## src/rtl/fpu_realt_aligner_if.sv

```systemverilog
// real_t payload type and the aligner bus interface.
// The producer/consumer side (bench or surrounding checker) uses master; the aligner uses slave.

package fpu_realt_aligner_pkg;

  localparam int unsigned EXPN_W = 8;
  localparam int unsigned FRAC_W = 23;

  typedef struct packed {
    logic              sign;
    logic [EXPN_W-1:0] expn;
    logic [FRAC_W-1:0] frac;
  } real_t;

endpackage

interface fpu_realt_aligner_if #(
  parameter int unsigned N_REZ = 3,
  parameter int unsigned DEPTH = 16,
  parameter int unsigned CNT_W = 32
);

  localparam int unsigned LVL_W = $clog2(DEPTH) + 1;

  // Inputs to the aligner
  logic                                     i_sim_vld;
  fpu_realt_aligner_pkg::real_t [N_REZ-1:0] i_rez_sim;
  logic                                     i_rtl_vld;
  fpu_realt_aligner_pkg::real_t [N_REZ-1:0] i_rez_rtl;

  // Outputs from the aligner
  logic                                     o_vld;
  fpu_realt_aligner_pkg::real_t [N_REZ-1:0] o_rez_sim;
  fpu_realt_aligner_pkg::real_t [N_REZ-1:0] o_rez_rtl;
  logic [LVL_W-1:0]                         o_level;
  logic                                     o_unf;
  logic                                     o_ovf;
  logic [CNT_W-1:0]                         o_pairs;

  modport master (
    output i_sim_vld, i_rez_sim, i_rtl_vld, i_rez_rtl,
    input  o_vld, o_rez_sim, o_rez_rtl, o_level, o_unf, o_ovf, o_pairs
  );

  modport slave (
    input  i_sim_vld, i_rez_sim, i_rtl_vld, i_rez_rtl,
    output o_vld, o_rez_sim, o_rez_rtl, o_level, o_unf, o_ovf, o_pairs
  );

endinterface

```

## src/rtl/fpu_realt_aligner.sv

```systemverilog
// Pairs expected results (behavioural model) with RTL FPU results in strict
// arrival order and presents each pair registered on the checker inputs.
// Expected words wait in a circular FIFO until the matching RTL word shows up.

module fpu_realt_aligner #(
  parameter int unsigned N_REZ = 3,
  parameter int unsigned DEPTH = 16,
  parameter int unsigned CNT_W = 32
) (
  input  logic                 clk,
  input  logic                 rst,
  fpu_realt_aligner_if.slave   bus
);

  import fpu_realt_aligner_pkg::*;

  localparam int unsigned AW    = $clog2(DEPTH);
  localparam int unsigned PW    = AW + 1;
  localparam int unsigned LVL_W = AW + 1;

  typedef real_t [N_REZ-1:0] word_t;

  // Storage and pointers (pointers carry a wrap bit above the index)
  word_t            r_mem [DEPTH];
  logic [PW-1:0]    r_wptr;
  logic [PW-1:0]    r_rptr;
  logic [LVL_W-1:0] r_level;

  // Registered outputs
  logic             r_vld;
  word_t            r_rez_sim;
  word_t            r_rez_rtl;
  logic             r_unf;
  logic             r_ovf;
  logic [CNT_W-1:0] r_pairs;

  // Per-cycle decisions
  logic             w_empty;
  logic             w_full;
  logic             w_bypass;
  logic             w_pop;
  logic             w_push;
  logic             w_pair;
  logic             w_unf;
  logic             w_ovf;
  logic [AW-1:0]    w_widx;
  logic [AW-1:0]    w_ridx;
  word_t            w_rd_word;
  word_t            w_pair_sim;

  // Status from pointer comparison; equal index with differing wrap bit means full
  always_comb begin
    w_widx  = r_wptr[AW-1:0];
    w_ridx  = r_rptr[AW-1:0];
    w_empty = (r_wptr == r_rptr);
    w_full  = (r_wptr[AW] != r_rptr[AW]) && (w_widx == w_ridx);
  end

  // Accept/pop/pair decisions; an empty FIFO with both valids pairs straight through
  always_comb begin
    w_bypass   = w_empty && bus.i_sim_vld && bus.i_rtl_vld;
    w_pop      = bus.i_rtl_vld && !w_empty;
    w_push     = bus.i_sim_vld && !w_bypass && (!w_full || w_pop);
    w_pair     = w_pop || w_bypass;
    w_unf      = bus.i_rtl_vld && w_empty && !bus.i_sim_vld;
    w_ovf      = bus.i_sim_vld && w_full && !w_pop;
    w_rd_word  = r_mem[w_ridx];
    w_pair_sim = w_bypass ? bus.i_rez_sim : w_rd_word;
  end

  // FIFO storage write; contents need no reset since pointers gate every read
  always_ff @(posedge clk) begin
    if (w_push) begin
      r_mem[w_widx] <= bus.i_rez_sim;
    end
  end

  // Pointers and occupancy
  always_ff @(posedge clk) begin
    if (rst) begin
      r_wptr  <= '0;
      r_rptr  <= '0;
      r_level <= '0;
    end else begin
      if (w_push) begin
        r_wptr <= r_wptr + PW'(1);
      end
      if (w_pop) begin
        r_rptr <= r_rptr + PW'(1);
      end
      if (w_push && !w_pop) begin
        r_level <= r_level + LVL_W'(1);
      end else if (!w_push && w_pop) begin
        r_level <= r_level - LVL_W'(1);
      end
    end
  end

  // Output pair register; data holds between pairs so the checker sees no spurious deltas
  always_ff @(posedge clk) begin
    if (rst) begin
      r_vld     <= 1'b0;
      r_rez_sim <= '0;
      r_rez_rtl <= '0;
    end else begin
      r_vld <= w_pair;
      if (w_pair) begin
        r_rez_sim <= w_pair_sim;
        r_rez_rtl <= bus.i_rez_rtl;
      end
    end
  end

  // Sticky fault flags and saturating pair counter
  always_ff @(posedge clk) begin
    if (rst) begin
      r_unf   <= 1'b0;
      r_ovf   <= 1'b0;
      r_pairs <= '0;
    end else begin
      r_unf <= r_unf || w_unf;
      r_ovf <= r_ovf || w_ovf;
      if (w_pair && (r_pairs != {CNT_W{1'b1}})) begin
        r_pairs <= r_pairs + CNT_W'(1);
      end
    end
  end

  assign bus.o_vld     = r_vld;
  assign bus.o_rez_sim = r_rez_sim;
  assign bus.o_rez_rtl = r_rez_rtl;
  assign bus.o_level   = r_level;
  assign bus.o_unf     = r_unf;
  assign bus.o_ovf     = r_ovf;
  assign bus.o_pairs   = r_pairs;

endmodule

```

## src/flat_wrapper.sv

```systemverilog
// flat-port wrapper written by rule: the top's interface ports become plain ports
module fpu_realt_aligner_flat import fpu_realt_aligner_pkg::*;
#(
  parameter int unsigned N_REZ = 3,
  parameter int unsigned DEPTH = 16,
  parameter int unsigned CNT_W = 32
)
  (clk, rst, bus_i_sim_vld, bus_i_rez_sim, bus_i_rtl_vld, bus_i_rez_rtl, bus_o_vld, bus_o_rez_sim, bus_o_rez_rtl, bus_o_level, bus_o_unf, bus_o_ovf, bus_o_pairs);
  fpu_realt_aligner_if #(.N_REZ(N_REZ), .DEPTH(DEPTH), .CNT_W(CNT_W)) bus_i ();
  input  logic clk;
  input  logic rst;
  input wire logic [$bits(bus_i.i_sim_vld)-1:0] bus_i_sim_vld;
  input wire logic [$bits(bus_i.i_rez_sim)-1:0] bus_i_rez_sim;
  input wire logic [$bits(bus_i.i_rtl_vld)-1:0] bus_i_rtl_vld;
  input wire logic [$bits(bus_i.i_rez_rtl)-1:0] bus_i_rez_rtl;
  output wire logic [$bits(bus_i.o_vld)-1:0] bus_o_vld;
  output wire logic [$bits(bus_i.o_rez_sim)-1:0] bus_o_rez_sim;
  output wire logic [$bits(bus_i.o_rez_rtl)-1:0] bus_o_rez_rtl;
  output wire logic [$bits(bus_i.o_level)-1:0] bus_o_level;
  output wire logic [$bits(bus_i.o_unf)-1:0] bus_o_unf;
  output wire logic [$bits(bus_i.o_ovf)-1:0] bus_o_ovf;
  output wire logic [$bits(bus_i.o_pairs)-1:0] bus_o_pairs;
  assign bus_i.i_sim_vld = bus_i_sim_vld;
  assign bus_i.i_rez_sim = bus_i_rez_sim;
  assign bus_i.i_rtl_vld = bus_i_rtl_vld;
  assign bus_i.i_rez_rtl = bus_i_rez_rtl;
  assign bus_o_vld = bus_i.o_vld;
  assign bus_o_rez_sim = bus_i.o_rez_sim;
  assign bus_o_rez_rtl = bus_i.o_rez_rtl;
  assign bus_o_level = bus_i.o_level;
  assign bus_o_unf = bus_i.o_unf;
  assign bus_o_ovf = bus_i.o_ovf;
  assign bus_o_pairs = bus_i.o_pairs;
  fpu_realt_aligner #(.N_REZ(N_REZ), .DEPTH(DEPTH), .CNT_W(CNT_W)) u_core (.clk(clk), .rst(rst), .bus(bus_i));
endmodule
```

## config.mk

```make
export PLATFORM = sky130hd
export DESIGN_NAME = fpu_realt_aligner_flat
export DESIGN_NICKNAME = d
export VERILOG_FILES = /design/src/rtl/fpu_realt_aligner_if.sv /design/src/rtl/fpu_realt_aligner.sv /design/src/flat_wrapper.sv
export SDC_FILE = /design/constraint.sdc
export NUM_CORES = 2
export LEC_CHECK = 0
export CORE_ASPECT_RATIO = 0.9
export CORE_MARGIN = 2
export CORE_UTILIZATION = 59
export CTS_CLUSTER_SIZE = 14
export DETAILED_ROUTE_END_ITERATION = 10
export MAX_ROUTING_LAYER = met4
export PLACE_DENSITY_LB_ADDON = 0.1
export SYNTH_ARGS = -nofsm -noshare
export SYNTH_HDL_FRONTEND = slang
export SYNTH_SLANG_ARGS = --single-unit
```

## constraint.sdc

```tcl
create_clock -name clk -period 12.4 [get_ports clk]
set_input_delay 1.24 -clock clk [delete_from_list [all_inputs] [get_ports clk]]
set_output_delay 1.24 -clock clk [all_outputs]
set_load 0.02 [all_outputs]
```

==> impl_metrics.py <==
metrics = {
    "detailed_routing": {
        "dr.first_iter.drc_count": 4656,
        "vias_per_cell": 6.58,
        "wire_per_inst_um": 29.7,
        "first_pass_iters": 6,
        "vias": 35500,
        "drcViolationCount": 0,
        "postRouteAntennaNets": 0,
        "wirelength_mm": 161,
    },
    "floorplanning": {
        "start_util_pct": 59.7,
        "die_height_um": 323,
        "core_area_um2": 111000,
        "die_w_um": 358,
        "rows": 116,
        "io_pins": 428,
        "die_area_um2": 115000,
    },
    "hold_path": {
        "hold_depth": 2,
        "worstHoldStart": "u_core.bus.o_rez_rtl[13]",
        "hold_path_end": "u_core.bus.o_rez_rtl[13]",
        "hold_class": "flop to flop",
    },
    "setup_path": {
        "crit_buf_inv": 3,
        "worst_r2r_path_depth": 8,
        "cp-end-kind": "flop",
        "critPathArrivalTime_ps": 5350,
        "start_kind": "input pin",
        "r2r_start": "u_core.r_wptr[3]",
        "cp_slowest_cell": "buf_4",
        "crit_top_cell": "buf_4",
        "crit_family": "buffers and inverters",
        "ff2ff_setup_slack_ps": 8060,
        "crit_chain": "clkdlybuf4s50_1, xnor2_1, o21a_1, nand2_1, nor2_4, buf_4, buf_4",
        "crit_type": "input pin to flop",
        "required_ps": 12780,
        "path_max_fanout": 48,
        "r2r_end": "u_core.r_mem[10][50]",
        "cpPeakStageDelay_ps": 800,
    },
    "yosys": {
        "synth_warnings": 0,
        "synth_ff_type": "edfxtp_1",
        "synth-edff-count": 1536,
        "async_flop_share_pct": 0,
        "synth-seq-cells": 1782,
        "synth_top_cell_area_share_pct": 69.4,
        "synth-seq-area-share_pct": 76.8,
        "syn_inst": 3330,
        "synth_nets": 3537,
        "synthesis.area_um2": 66500,
        "synth_top_cell_by_area": "edfxtp_1",
        "synth.area.top_cells": "edfxtp_1 69%, mux4_2 13%, dfxtp_1 7.4%, a22oi_1 2.2%, a21oi_1 1.6%",
        "syn_avg_cell_area_um2": 20.0,
        "synthMostInstantiatedCell": "edfxtp_1",
        "ys_types": 52,
        "ys_top_cells_by_count": "1536 x edfxtp_1, 384 x mux4_2, 246 x dfxtp_1",
    },
    "clocking": {
        "cts_buffers": 170,
        "clk_pin_slew_worst_paths_ps": 60,
        "cts.sinks": 1782,
        "clk_latency_ps": 770,
        "cts_tree": "done",
        "clk_path_buf_depth": 3,
        "cts_resized": 0,
        "cts_max_level": 4,
        "cts_setup_buffers": 0,
        "cts-hold-fix-buffers": 0,
        "root_buffer": "clkbuf_16",
    },
    "power_and_ir_drop": {
        "ir_worst_vdd_mv": 0.157,
        "power_frac_comb_pct": 18.7,
        "switchingPower_w": 0.00384,
        "swShare_pct": 25.8,
        "clkPwrFrac_pct": 33.8,
        "p_seq_share_pct": 47.5,
        "p_int_w": 0.0110,
        "leakage_nw": 24.2,
        "power_per_cell_area_nw_per_um2": 191,
    },
    "timing": {
        "timing.final.crit_share_pct": 40.1,
        "fmaxAchievable_mhz": 201,
        "rsz0062_at_grt": "no",
        "clock_skew_ps": 23.7,
        "slew_violations": 0,
        "layout_setup_ws_ps": 7430,
        "layout_min_cycle_time_ps": 4970,
        "worstMarginPinSlew_ps": 1250,
        "setup_viol": 0,
        "hold_viol_final": 0,
        "tns_ps": 0,
        "slew_headroom_pct": 16.9,
        "timing.hold.ws_ps": 455,
    },
    "final_layout": {
        "layout.nets": 3984,
        "final_util_pct": 69.8,
        "fill_cells": 6874,
        "syn_to_final_growth_pct": 17.0,
        "drive_above_1_share_pct": 18.6,
    },
    "placed_design": {
        "dp_slack_ps": 6700,
        "place_hpwl_mm": 89.4,
        "portBuffers": 427,
        "gp_congestion": 0.913,
    },
    "global_route": {
        "antenna_found_initial": 2,
        "track_usage_pct": 28.9,
        "grt_pass1_wl_mm": 236,
        "grt-ovfl-total": 0,
        "grt_max_degree": 144,
        "grt_pass1_vias": 35400,
    },
    "run": {
        "drv_cap": 0,
    },
    "run_status": {
        "status": "finished clean",
    },
}
==> registers in the layout, indices dropped and copies added (netlist names), 5 cells and up, named ones only <==
register and count:
u_core.bus.o_rez_sim 96, u_core.r_mem 1536, u_core.bus.o_level 5, u_core.r_wptr 5, u_core.bus.o_pairs 32, u_core.bus.o_rez_rtl 96, u_core.r_rptr 5
==> area by class of cell <==
class / instances / area, um2 / area share, %
clock inverters: 81 / 722 / 0.928
flip-flops and latches: 1782 / 51100 / 65.6
inverters: 4 / 15.0 / 0.0193
well taps: 1475 / 1850 / 2.37
repair buffers: 488 / 4750 / 6.11
clock buffers: 236 / 4720 / 6.06
multi-input cells: 1331 / 14700 / 18.9
diodes: 2 / 5.00 / 0.00643
==> layout by cell type, fill, tap and decap left out, drive strengths merged, types with 14 or more instances in the layout <==
| master | instances |
|---|---|
| dfxtp | 246 |
| clkbuf | 236 |
| clkdlybuf4s50 | 426 |
| o21ai | 14 |
| a22oi | 192 |
| nor2 | 50 |
| mux4 | 384 |
| buf | 62 |
| a221o | 96 |
| a21oi | 218 |
| or4 | 15 |
| nand2 | 208 |
| nand4 | 15 |
| o31ai | 16 |
| clkinv | 61 |
| edfxtp | 1536 |
==> worst max-delay path by stage <==
stage             startpoint              endpoint  slack, ps  depth (start not counted)
2_1_floorplan  bus_i_rtl_vld    u_core.r_mem[0][0]       3120                          6
5_1_grt        bus_i_rtl_vld  u_core.r_mem[10][68]       7320                          7
4_1_cts        bus_i_rtl_vld  u_core.r_mem[10][50]       7500                          7
6_report       bus_i_rtl_vld  u_core.r_mem[10][50]       7430                          7
3_3_place_gp   bus_i_rtl_vld   u_core.r_mem[9][38]       6860                          7
3_5_place_dp   bus_i_rtl_vld  u_core.r_mem[10][74]       6700                          7
==> cells by family after synthesis <==
logic type                 Yosys count  share of synthesized area [%]
DFF                               1782                           76.8
buffers and inverters              217                           1.42
and+or+nand+nor                    354                           2.41
xor gates and xnor gates            17                          0.235
muxes                              397                           13.2
AOI/OAI and AO/OA                  552                           5.74
adders and majority gates           11                          0.218
==> worst reg2reg max path, delay by kind of cell, from the launching register on <==
kind                      cells  cell delay [ps]
xor gates and xnor gates      1              130
buffers and inverters         3             1710
AOI/OAI and AO/OA             1              350
DFF                           1              610
and+or+nand+nor               3             1060
==> power groups by stage <==
| stage | Clock [W] | Combinational [W] | Sequential, W |
|---|---|---|---|
| final | 0.00502 | 0.00278 | 0.00707 |
| after global routing | 0.00534 | 0.00297 | 0.00709 |
| after CTS | 0.00510 | 0.00281 | 0.00707 |
| after detailed placement | 0 | 0.00280 | 0.00720 |
| after global placement | 0 | 0.00277 | 0.00718 |
| after floorplan | 0 | 0.00172 | 0.00729 |
==> metrics by stage <==
| stage | instance area (um2) | std cells | total power, W |
|---|---|---|---|
| 6_report | 77800 | 5399 | 0.0149 |
| 3_5_place_dp | 72400 | 5080 | 0.0100 |
| 2_1_floorplan | 66500 | 3330 | 0.00901 |
| 5_1_grt | 77800 | 5399 | 0.0154 |
| 4_1_cts | 77800 | 5397 | 0.0150 |
| 3_3_place_gp | 72400 | 5080 | 0.00995 |
==> layer usage <==
layer	track usage, %	part of all wire, %	routed length (um)	vias up
li1	-	-	-	14700
met1	41.4	41	65200	18600
met2	44.1	48	77200	2014
met3	5.23	9.6	15500	194
met4	6.69	1.7	2770	0
met5	-	0	0	-
Power figures use the tool's default switching activity.
